### config.mk
export PLATFORM = sky130hd
export DESIGN_NAME = uart_receiver_flat
export DESIGN_NICKNAME = d
export VERILOG_FILES = /design/src/rtl/uart_receiver_pkg.sv /design/src/rtl/uart_receiver_if.sv /design/src/rtl/uart_sync2.sv /design/src/rtl/uart_receiver.sv /design/src/flat_wrapper.sv
export SDC_FILE = /design/constraint.sdc
export NUM_CORES = 1
export LEC_CHECK = 0
export ABC_CLOCK_PERIOD_IN_PS = 3900
export BUFFER_PORTS_ARGS = -buffer_cell sky130_fd_sc_hd__buf_2
export CAP_MARGIN = 10
export CORE_MARGIN = 3
export CORE_UTILIZATION = 40
export CTS_CLUSTER_DIAMETER = 120
export DETAILED_ROUTE_END_ITERATION = 16
export PLACE_DENSITY_LB_ADDON = 0.25
export SYNTH_ARGS = -nofsm -noshare
export SYNTH_HDL_FRONTEND = slang
export SYNTH_SLANG_ARGS = --single-unit
### constraint.sdc
create_clock -name clk_in -period 3.9 [get_ports clk_in]
set_input_delay 0.39 -clock clk_in [delete_from_list [all_inputs] [get_ports clk_in]]
set_output_delay 0.39 -clock clk_in [all_outputs]
set_load 0.01 [all_outputs]
### src/rtl/uart_receiver_pkg.sv
// Shared UART constants and receiver state encoding, used by the receiver, transmitter and baud divider.
package uart_receiver_pkg;

    localparam int DEF_BAUD_RATE  = 115200;
    localparam int DEF_OVERSAMPLE = 16;
    localparam int DEF_DATA_BITS  = 8;

    typedef enum logic [2:0] {
        ST_IDLE      = 3'b000,
        ST_START     = 3'b001,
        ST_DATA      = 3'b010,
        ST_STOP      = 3'b011,
        ST_WAIT_IDLE = 3'b100
    } rx_state_t;

endpackage

### src/rtl/uart_receiver_if.sv
// Serial input side (tick, line) and parallel byte output side of the UART receiver.
interface uart_receiver_if #(parameter int DATA_BITS = uart_receiver_pkg::DEF_DATA_BITS);

    logic                 sample_tick;
    logic                 rx_in;
    logic [DATA_BITS-1:0] data_out;
    logic                 data_valid;
    logic                 frame_err;
    logic                 rx_busy;

    modport master (
        output sample_tick, rx_in,
        input  data_out, data_valid, frame_err, rx_busy
    );

    modport slave (
        input  sample_tick, rx_in,
        output data_out, data_valid, frame_err, rx_busy
    );

endinterface

### src/rtl/uart_sync2.sv
// Two-flop synchronizer for an asynchronous single-bit input; 2 clk_in cycles latency, no backpressure.
module uart_sync2 #(
    parameter logic RESET_VAL = 1'b1
) (
    input  logic clk_in,
    input  logic reset,
    input  logic d,
    output logic q
);

    logic meta_q;
    logic sync_q;

    always_ff @(posedge clk_in) begin
        if (reset) begin
            meta_q <= RESET_VAL;
            sync_q <= RESET_VAL;
        end else begin
            meta_q <= d;
            sync_q <= meta_q;
        end
    end

    assign q = sync_q;

endmodule

### src/rtl/uart_receiver.sv
// 8N1 UART receiver: oversampled start/data/stop recovery, byte + one-cycle valid/error pulse.
// Pulses follow the stop-sample tick by one clk_in cycle; no downstream backpressure (new byte overwrites).
module uart_receiver
    import uart_receiver_pkg::*;
#(
    parameter int OVERSAMPLE = DEF_OVERSAMPLE,
    parameter int DATA_BITS  = DEF_DATA_BITS
) (
    input  logic            clk_in,
    input  logic            reset,
    uart_receiver_if.slave  rx_if
);

    localparam int TW = $clog2(OVERSAMPLE);
    localparam int BW = $clog2(DATA_BITS + 1);

    localparam logic [TW-1:0] TICK_HALF = TW'(OVERSAMPLE / 2 - 1);
    localparam logic [TW-1:0] TICK_LAST = TW'(OVERSAMPLE - 1);
    localparam logic [BW-1:0] BIT_LAST  = BW'(DATA_BITS - 1);

    logic                 rx_sync;
    logic                 tick;
    logic [1:0]           sync_age_q;
    logic                 sync_primed;

    rx_state_t            state_q,      state_d;
    logic [TW-1:0]        tick_cnt_q,   tick_cnt_d;
    logic [BW-1:0]        bit_cnt_q,    bit_cnt_d;
    logic [DATA_BITS-1:0] shift_q,      shift_d;
    logic [DATA_BITS-1:0] data_out_q,   data_out_d;
    logic                 data_valid_q, data_valid_d;
    logic                 frame_err_q,  frame_err_d;
    logic                 armed_q,      armed_d;
    logic                 rx_busy_q;

    uart_sync2 #(.RESET_VAL(1'b1)) u_sync (
        .clk_in (clk_in),
        .reset  (reset),
        .d      (rx_if.rx_in),
        .q      (rx_sync)
    );

    assign tick        = rx_if.sample_tick;
    // The synchronizer output is its reset value, not the line, for two cycles after reset.
    assign sync_primed = sync_age_q[1];

    always_ff @(posedge clk_in) begin
        if (reset) begin
            state_q      <= ST_IDLE;
            tick_cnt_q   <= '0;
            bit_cnt_q    <= '0;
            shift_q      <= '0;
            data_out_q   <= '0;
            data_valid_q <= 1'b0;
            frame_err_q  <= 1'b0;
            armed_q      <= 1'b0;
            rx_busy_q    <= 1'b0;
            sync_age_q   <= '0;
        end else begin
            state_q      <= state_d;
            tick_cnt_q   <= tick_cnt_d;
            bit_cnt_q    <= bit_cnt_d;
            shift_q      <= shift_d;
            data_out_q   <= data_out_d;
            data_valid_q <= data_valid_d;
            frame_err_q  <= frame_err_d;
            armed_q      <= armed_d;
            rx_busy_q    <= (state_d != ST_IDLE);
            sync_age_q   <= {sync_age_q[0], 1'b1};
        end
    end

    always_comb begin
        state_d = state_q;
        if (tick) begin
            unique case (state_q)
                ST_IDLE:
                    if (armed_q && !rx_sync) state_d = ST_START;
                ST_START:
                    if (tick_cnt_q == TICK_HALF) state_d = rx_sync ? ST_IDLE : ST_DATA;
                ST_DATA:
                    if (tick_cnt_q == TICK_LAST && bit_cnt_q == BIT_LAST) state_d = ST_STOP;
                ST_STOP:
                    if (tick_cnt_q == TICK_LAST) state_d = rx_sync ? ST_IDLE : ST_WAIT_IDLE;
                ST_WAIT_IDLE:
                    if (rx_sync) state_d = ST_IDLE;
                default:
                    state_d = ST_IDLE;
            endcase
        end
    end

    always_comb begin
        tick_cnt_d   = tick_cnt_q;
        bit_cnt_d    = bit_cnt_q;
        shift_d      = shift_q;
        data_out_d   = data_out_q;
        data_valid_d = 1'b0;
        frame_err_d  = 1'b0;
        // Only a line seen high while idle may start a frame, so a reset mid-frame cannot resync on data bits.
        armed_d      = armed_q | (tick && state_q == ST_IDLE && rx_sync && sync_primed);

        if (tick) begin
            if (state_d != state_q)
                tick_cnt_d = '0;
            else if (state_q == ST_START || state_q == ST_DATA || state_q == ST_STOP)
                tick_cnt_d = (tick_cnt_q == TICK_LAST) ? '0 : tick_cnt_q + 1'b1;

            unique case (state_q)
                ST_START:
                    if (tick_cnt_q == TICK_HALF && !rx_sync) bit_cnt_d = '0;
                ST_DATA:
                    if (tick_cnt_q == TICK_LAST) begin
                        shift_d   = {rx_sync, shift_q[DATA_BITS-1:1]};
                        bit_cnt_d = bit_cnt_q + 1'b1;
                    end
                ST_STOP:
                    if (tick_cnt_q == TICK_LAST) begin
                        data_out_d   = shift_q;
                        data_valid_d = rx_sync;
                        frame_err_d  = !rx_sync;
                    end
                default: ;
            endcase
        end
    end

    assign rx_if.data_out   = data_out_q;
    assign rx_if.data_valid = data_valid_q;
    assign rx_if.frame_err  = frame_err_q;
    assign rx_if.rx_busy    = rx_busy_q;

endmodule
### src/flat_wrapper.sv
// flat-port wrapper written by rule: the top's interface ports become plain ports
module uart_receiver_flat import uart_receiver_pkg::*;
#(
    parameter int OVERSAMPLE = DEF_OVERSAMPLE,
    parameter int DATA_BITS  = DEF_DATA_BITS
)
  (clk_in, reset, rx_if_sample_tick, rx_if_rx_in, rx_if_data_out, rx_if_data_valid, rx_if_frame_err, rx_if_rx_busy);
  uart_receiver_if #(.DATA_BITS(DATA_BITS)) rx_if_i ();
  input  logic clk_in;
  input  logic reset;
  input wire logic [$bits(rx_if_i.sample_tick)-1:0] rx_if_sample_tick;
  input wire logic [$bits(rx_if_i.rx_in)-1:0] rx_if_rx_in;
  output wire logic [$bits(rx_if_i.data_out)-1:0] rx_if_data_out;
  output wire logic [$bits(rx_if_i.data_valid)-1:0] rx_if_data_valid;
  output wire logic [$bits(rx_if_i.frame_err)-1:0] rx_if_frame_err;
  output wire logic [$bits(rx_if_i.rx_busy)-1:0] rx_if_rx_busy;
  assign rx_if_i.sample_tick = rx_if_sample_tick;
  assign rx_if_i.rx_in = rx_if_rx_in;
  assign rx_if_data_out = rx_if_i.data_out;
  assign rx_if_data_valid = rx_if_i.data_valid;
  assign rx_if_frame_err = rx_if_i.frame_err;
  assign rx_if_rx_busy = rx_if_i.rx_busy;
  uart_receiver #(.OVERSAMPLE(OVERSAMPLE), .DATA_BITS(DATA_BITS)) u_core (.clk_in(clk_in), .reset(reset), .rx_if(rx_if_i));
endmodule
; ---- After elaboration in Yosys (flattened, before gate mapping)
; Index checks and enable logic that the tools add are counted.
[op_classes]
n_bitwise = 4
mux = 16
add_sub_neg = 2
n_reduce_logical = 18
n_eq_ne = 10
[op_table]
columns = op, count
row1 = 2-to-1 mux 3 bit, 7
row2 = 2-to-1 mux 4 bit, 5
row3 = one-hot mux 3 bit (5 select lines), 1
row4 = adder 4 x 1 -> 4 bit (second input constant), 2
row5 = equality test 4 x 3 -> 1 bit (second input constant), 2
row6 = one-hot mux 4 bit (2 select lines), 1
row7 = equality test 3 x 2 -> 1 bit (second input constant), 2
row8 = logical AND 1 bit, 6
row9 = AND reduction 3 bit, 2
row10 = equality test 4 bit (second input constant), 1
row11 = AND reduction 4 bit, 1
row12 = nonzero test 2 bit, 2
row13 = OR reduction 4 bit, 1
row14 = equality test 3 x 1 -> 1 bit (second input constant), 1
row15 = equality test 3 bit (second input constant), 1
row16 = zero test 3 bit, 1
row17 = inequality test 3 bit, 1
row18 = inverter 1 bit, 3
row19 = nonzero test 3 bit, 1
row20 = logical OR 1 bit, 2
row21 = 2-to-1 mux 2 bit, 1
row22 = inequality test 2 x 1 -> 1 bit (second input constant), 1
row23 = inequality test 2 bit (second input constant), 1
row24 = AND reduction 2 bit, 1
row25 = 3 further kinds, 3
[totals]
regBits = 35
output_inout_bits = 11
in_bits = 4
word_cells = 63

; ---- Longest topological paths before layout
; Gate-level depths: netlist of the first run.
[depth]
word_depth = 8
mapped_depth = 7
depth_no_buf = 5

; ---- By module
; A second synthesis of the first run with hierarchy kept.
[hier_totals]
cells_unflattened = 190
area_unflattened_um2 = 1597.8
[by_module_without_submodules]
columns = module, cells_each, n_inst, area_each_um2, seq_area_each_um2
row1 = uart_receiver, 186, 1, 1545.2, 660.6
row2 = uart_sync2, 4, 1, 52.6, 40.0

; ---- Worst setup path after synthesis of the first run
; OpenSTA, ideal clock, no wires.
[synth_path]
path_type = flip-flop to flip-flop
startpoint = register u_core.tick_cnt_q[0]
endpoint = register u_core.tick_cnt_q[3]
setup_time_ns = 0.066
t_required_ns = 3.834
slack_ns = 2.268
stages_incl_launch_ff = 7
t_arrival_ns = 1.566
path_buffers = 1
synth_period_minus_slack_ns = 1.632
path_cell_list = dfxtp_1 -> ha_1 -> and4_4 -> buf_6 -> a41o_1 -> a221o_1 -> a21oi_2
[synth_between]
elab_chain_cells = 8
word_cells_on_any_way = 15
classes_between = add/sub (1) / eq/ne (3) / mux (8) / reduce/logical (3)
[synth_rtl]
columns = item, line
row1 = "start, declared", uart_receiver.sv:27  ; logic [TW-1:0] tick_cnt_q, tick_cnt_d;
row2 = "start signal, assigned", uart_receiver.sv:61  ; tick_cnt_q <= tick_cnt_d;
row3 = equality test 4 bit, "uart_receiver.sv:82, uart_receiver.sv:84, uart_receiver.sv:107"
row4 = logical AND 1 bit, uart_receiver.sv:82  ; if (tick_cnt_q == TICK_LAST && bit_cnt_q == BIT_LAST) state_d = ST_STOP;
row5 = 2-to-1 mux 3 bit, uart_receiver.sv:82
row6 = one-hot mux 3 bit (5 select lines), uart_receiver.sv:76  ; unique case (state_q)
row7 = 2-to-1 mux 3 bit, uart_receiver.sv:75  ; if (tick) begin
row8 = inequality test 3 bit, uart_receiver.sv:104  ; if (state_d != state_q)
row9 = nonzero test 2 bit (no source line), n/a
row10 = AND reduction 2 bit (no source line), n/a
; Several ways; a longest one is shown, not always the timed one. The select of a mux whose other input is x is not followed.
; A chain may end at the register's enable or synchronous reset.

; ---- Worst setup path after layout of the first run
[layout_path]
startpoint = register u_core.tick_cnt_q[0]
endpoint = register u_core.data_out_q[6] (netlist: u_core.rx_if.data_out[6])
[layout_between]
elab_chain_cells = 2
[layout_rtl]
columns = item, line
row1 = equality test 4 bit, uart_receiver.sv:118  ; if (tick_cnt_q == TICK_LAST) begin
row2 = AND reduction 3 bit (no source line), n/a
row3 = "end signal, assigned", uart_receiver.sv:64  ; data_out_q <= data_out_d;
row4 = "end, declared", uart_receiver.sv:30  ; logic [DATA_BITS-1:0] data_out_q, data_out_d;
; No other way between the ends.

==> impl_metrics.env, run 1 <==
export IMPL_hold_path_class="in -> reg"
export IMPL_portBuffers=14
export IMPL_initialDrtViolationCount=50
export IMPL_placedCellCount=208
export IMPL_insertion_delay_ps=280
export IMPL_pre_cts_ws_ps=1900
export IMPL_worst_pin_slew_ps=564
export IMPL_p_leak_nw=0.637
export IMPL_rsz0062_at_grt="false"
export IMPL_htree_levels=2
export IMPL_period_needed_ps=2000
export IMPL_status="finished clean"
export IMPL_setup_viol_count_final=0
export IMPL_gp_congestion=0.819
export IMPL_required_ps=4050
export IMPL_layout_drive_gt1_share=0.165
export IMPL_finalWorstSetupSlack_ps=1900
export IMPL_ys_seq_area_frac=0.477
export IMPL_synthArstFlopShare=0
export IMPL_syn_inst=158
export IMPL_grt_start_max_net_pins=31
export IMPL_maxSlewViolCount=0
export IMPL_clk_path_buf_depth=2
export IMPL_drc=0
export IMPL_grt_pass1_wl_mm=4.55
export IMPL_critPathKind="reg -> reg"
export IMPL_placed_cell_area_um2=1540
export IMPL_wl_per_cell_um=12.1
export IMPL_grt_usage=0.137
export IMPL_nets=175
export IMPL_cp_max_fo=10
export IMPL_clock_sinks=35
export IMPL_areaGrowthSynthToFinish_pct=10.2
export IMPL_final_cell_count_no_fill=216
export IMPL_die_w_um=66.6
export IMPL_cap_violations=0
export IMPL_core_um2=3440
export IMPL_ys_flop_type="dfxtp_1"
export IMPL_antenna_found_initial=0
export IMPL_synth_edf_count=0
export IMPL_vias=1107
export IMPL_post_cts_buffers=0
export IMPL_cts_resized_gates=0
export IMPL_place_hpwl_mm=1.82
export IMPL_period_share=0.513
export IMPL_ys_warn_count=0
export IMPL_clock_skew_ps=5.64
export IMPL_start_util=0.427
export IMPL_synth_nets=164
export IMPL_synthesis_area_um2=1470
export IMPL_nFillCells=359
export IMPL_max_slew_margin_rel=0.624
export IMPL_final_cell_area_um2=1620
export IMPL_ant_nets=0
export IMPL_n_antenna_cell=0
export IMPL_hold_buffers=0
export IMPL_drt_total_wl_mm=2.61
export IMPL_synth_seq_cells=35
export IMPL_timing_hold_violations_final=0
export IMPL_gr_total_overflow=0
export IMPL_dieArea_um2=4440
export IMPL_io_pins=15
export IMPL_firstDrtPassIters=4
export IMPL_rows=21
export IMPL_clk_pin_slew_ps=70
export IMPL_first_global_vias=1042
export IMPL_cts_tree="built"
export IMPL_worstSetupStartpointType="flop"
export IMPL_yosys_cell_types_count=43
export IMPL_viasPerCell=5.13
export IMPL_postSynthAreaPerCell_um2=9.30
export IMPL_p_total_mw=0.627
export IMPL_cts_inserted_buffers=5
export IMPL_fmax_mhz=499
export IMPL_crit_arrival_ps=2150
export IMPL_worst_setup_path_end_kind="flop"
export IMPL_powerDensity_nw_per_um2=387
export IMPL_peakVddDrop_mv=0.259
export IMPL_cts_root_buf="clkbuf_8"
export IMPL_die_y_um=66.6
export IMPL_fin_tns_setup_ps=0
==> metal layers <==
| metal | track usage | share of wire | vias up |
|---|---|---|---|
| met5 | 0 | 0 | - |
| met4 | 0.0558 | 0.011 | 0 |
| met3 | 0.0506 | 0.059 | 5 |
| met2 | 0.212 | 0.46 | 28 |
| met1 | 0.170 | 0.47 | 508 |
| li1 | - | - | 566 |
==> critical path, stage by stage (launching register included) <==
cell and delay, ps:
dfxtp_1 400, ha_1 320, and4_4 300, and3_1 530, mux2i_1 260, nor2_1 60
==> registers in the layout, indices dropped and copies added, names as in the netlist <==
signal,count
u_core.u_sync.meta_q,1
u_core.shift_q,8
u_core.rx_if.frame_err,1
u_core.rx_if.rx_busy,1
u_core.rx_if.data_valid,1
u_core.bit_cnt_q,4
u_core.u_sync.q,1
u_core.sync_age_q,2
u_core.rx_if.data_out,8
u_core.armed_q,1
u_core.tick_cnt_q,4
u_core.state_q,3
==> cells in the mapped netlist, drive strengths merged, types with 3 or more instances <==
cell type,count,area [um2]
dfxtp,35,701
nand2,20,75.1
nor2,16,60.1
a21oi,12,63.8
mux2i,9,90.1
buf,6,47.5
and3,4,25.0
clkbuf,4,15.0
inv,4,15.0
nor3,4,20.0
o21ai,4,20.0
nor3b,3,27.5
or2,3,18.8
xor2,3,26.3
==> worst paths after layout <==
path,start,depth (start not counted),slack [ps],to
max reg2reg,u_core.tick_cnt_q[0],5,1900,u_core.rx_if.data_out[6]
max,u_core.tick_cnt_q[0],5,1900,u_core.rx_if.data_out[6]
min reg2reg,u_core.u_sync.meta_q,1,420,u_core.u_sync.q
min,rx_if_rx_in,2,290,u_core.u_sync.meta_q
==> cells in the final DEF, fill, tap and decap left out, types with 2 or more instances in the layout <==
cell type / Yosys / routed
nand3b_1: 2 / 2
nor3b_1: 2 / 2
inv_1: 4 / 4
clkbuf_8: 0 / 5
o21ai_0: 3 / 3
or2_2: 3 / 3
xnor2_1: 2 / 2
a41oi_1: 2 / 2
dfxtp_1: 35 / 35
ha_1: 2 / 2
a21oi_1: 11 / 11
mux2i_1: 9 / 9
nor2_1: 16 / 16
nor4b_1: 2 / 2
and3_1: 4 / 4
nand2_1: 20 / 20
nand3_1: 2 / 2
xor2_1: 3 / 3
o221ai_1: 2 / 2
nor3_1: 4 / 4
buf_2: 2 / 14
==> cell families after synthesis <==
family | count (synthesis) | share of synthesized area
multiplexers | 9 | 0.0613
adder cells (fa/ha/maj) | 2 | 0.0170
buffers and inverters | 14 | 0.0528
XOR/XNOR | 5 | 0.0298
flip-flops | 35 | 0.477
AO/OA/AOI/OAI | 27 | 0.119
AND/OR/NAND/NOR | 66 | 0.243
==> where the power goes <==
| part | internal [mW] | switching, mW |
|---|---|---|
| sequential | 0.360 | 0.00166 |
| clock | 0.125 | 0.125 |
| combinational | 0.00572 | 0.00965 |
==> per-stage QoR <==
step | hold slack, ps | utilization
6_report | 289 | 0.471
5_1_grt | 286 | 0.471
4_1_cts | 285 | 0.471
3_5_place_dp | 401 | 0.446
3_3_place_gp | 394 | 0.446
2_1_floorplan | 389 | -
==> layout make-up <==
type	instances	area (um2)	area share
multi-input cells	109	692	0.427
clock inverters	2	12.5	0.00772
flip-flops and latches	35	701	0.432
clock buffers	6	72.6	0.0448
well taps	46	57.6	0.0355
repair buffers	14	70.1	0.0432
inverters	4	15.0	0.00927
(Power assumes the default switching activity.)
==> inputs of run 2 (changes only) <==
ABC_CLOCK_PERIOD_IN_PS = 1700   (was 3900)
clock period = 1.7 ns   (was 3.9 ns; I/O delays follow)
==> impl_metrics.env, run 2 (same netlist as run 1, synthesis figures left out) <==
export IMPL_status="finished clean"
export IMPL_critPathKind="reg -> reg"
export IMPL_htree_levels=2
export IMPL_timing_hold_violations_final=0
export IMPL_cp_max_fo=10
export IMPL_rsz0062_at_grt="false"
export IMPL_portBuffers=14
export IMPL_grt_start_max_net_pins=30
export IMPL_dieArea_um2=4440
export IMPL_fin_tns_setup_ps=0
export IMPL_clock_skew_ps=10.0
export IMPL_min_path_cells=2
export IMPL_initialDrtViolationCount=31
export IMPL_ff2ff_path_depth=6
export IMPL_core_um2=3440
export IMPL_cts_tree="built"
export IMPL_powerDensity_nw_per_um2=929
export IMPL_clock_sinks=35
export IMPL_die_y_um=66.6
export IMPL_required_ps=1860
export IMPL_drc=0
export IMPL_gp_congestion=0.795
export IMPL_clk_pin_slew_ps=70
export IMPL_cts_root_buf="clkbuf_8"
export IMPL_cap_violations=0
export IMPL_post_cts_buffers=0
export IMPL_p_leak_nw=0.685
export IMPL_place_hpwl_mm=1.94
export IMPL_antenna_found_initial=0
export IMPL_cts_inserted_buffers=5
export IMPL_period_needed_ps=1600
export IMPL_areaGrowthSynthToFinish_pct=16.9
export IMPL_insertion_delay_ps=280
export IMPL_die_w_um=66.6
export IMPL_nets=181
export IMPL_worst_setup_path_end_kind="flop"
export IMPL_crit_arrival_ps=1750
export IMPL_clk_path_buf_depth=2
export IMPL_drt_total_wl_mm=2.78
export IMPL_fmax_mhz=626
export IMPL_grt_usage=0.146
export IMPL_layout_drive_gt1_share=0.210
export IMPL_rows=21
export IMPL_vias=1129
export IMPL_hold_path_class="in -> reg"
export IMPL_nFillCells=347
export IMPL_ant_nets=0
export IMPL_peakVddDrop_mv=0.477
export IMPL_n_antenna_cell=0
export IMPL_layout_commonest_cell="dfxtp_1"
export IMPL_first_global_vias=1066
export IMPL_wl_met2_mm=1.30
export IMPL_highest_signal_layer="met4"
export IMPL_finalWorstSetupSlack_ps=104
export IMPL_grt_pass1_wl_mm=4.86
export IMPL_firstDrtPassIters=4
export IMPL_gr_total_overflow=0
export IMPL_period_share=0.939
export IMPL_pre_cts_ws_ps=18.0
export IMPL_wl_met1_mm=1.32
export IMPL_final_cell_mix="dfxtp_1 (34), nand2_1 (20), nor2_1 (16), buf_2 (14), a21oi_1 (11)"
export IMPL_worst_pin_slew_ps=382
export IMPL_worstSetupStartpointType="flop"
export IMPL_viasPerCell=5.09
export IMPL_max_slew_margin_rel=0.745
export IMPL_start_util=0.427
export IMPL_wl_per_cell_um=12.5
export IMPL_maxSlewViolCount=0
export IMPL_setup_viol_count_final=0
export IMPL_route_met3_wl_um=107
export IMPL_io_pins=15
run 2: critical path, stage by stage (launching register included):
cell and delay, ps:
dfxtp_1 420, ha_4 200, and4_4 270, and3_1 210, buf_12 150, mux2i_1 180
nor2_1 60
run 2: layout make-up:
type                    instances  area (um2)  area share
clock buffers                   5        68.8      0.0400
clock inverters                 3        43.8      0.0255
inverters                       4        15.0     0.00873
multi-input cells             109         704       0.410
flip-flops and latches         35         702       0.408
well taps                      46        57.6      0.0335
repair buffers                 20         128      0.0742
run 2: path summary, 6_finish.rpt:
path | from | end | slack, ps
worst max-delay path | u_core.tick_cnt_q[1] | u_core.rx_if.data_out[2] | 100
worst min-delay path | rx_if_rx_in | u_core.u_sync.meta_q | 70
worst max register to register | u_core.tick_cnt_q[1] | u_core.rx_if.data_out[2] | 100
worst min register to register | u_core.u_sync.meta_q | u_core.u_sync.q | 410
run 2: power by group:
part	total [mW]	switching, mW	internal [mW]
Sequential	0.830	0.00407	0.826
Clock	0.726	0.289	0.436
Combinational	0.0418	0.0241	0.0177
Total	1.60	0.318	1.28
run 2: metal layers:
layer	GRT usage	vias to the layer above
li1	-	580
met1	0.182	526
met2	0.224	18
met3	0.0573	5
met4	0.0609	0
met5	0	-
run 2: repair_timing:
action | in CTS | in global routing
hold buffers | 0 | 0
endpoints found under the setup margin | 0 | 21
resized for setup | 0 | 3
run 2: through the flow:
step           instances  power, mW  instance area [um2]  hold WS [ps]   util
6_report             222       1.60                 1720          69.5  0.499
5_1_grt              222       1.67                 1720          62.6  0.499
4_1_cts              222       1.62                 1710          65.0  0.495
3_5_place_dp         214      0.891                 1590           357  0.463
3_3_place_gp         214      0.890                 1590           358  0.463
2_1_floorplan        158      0.874                 1470           274      -
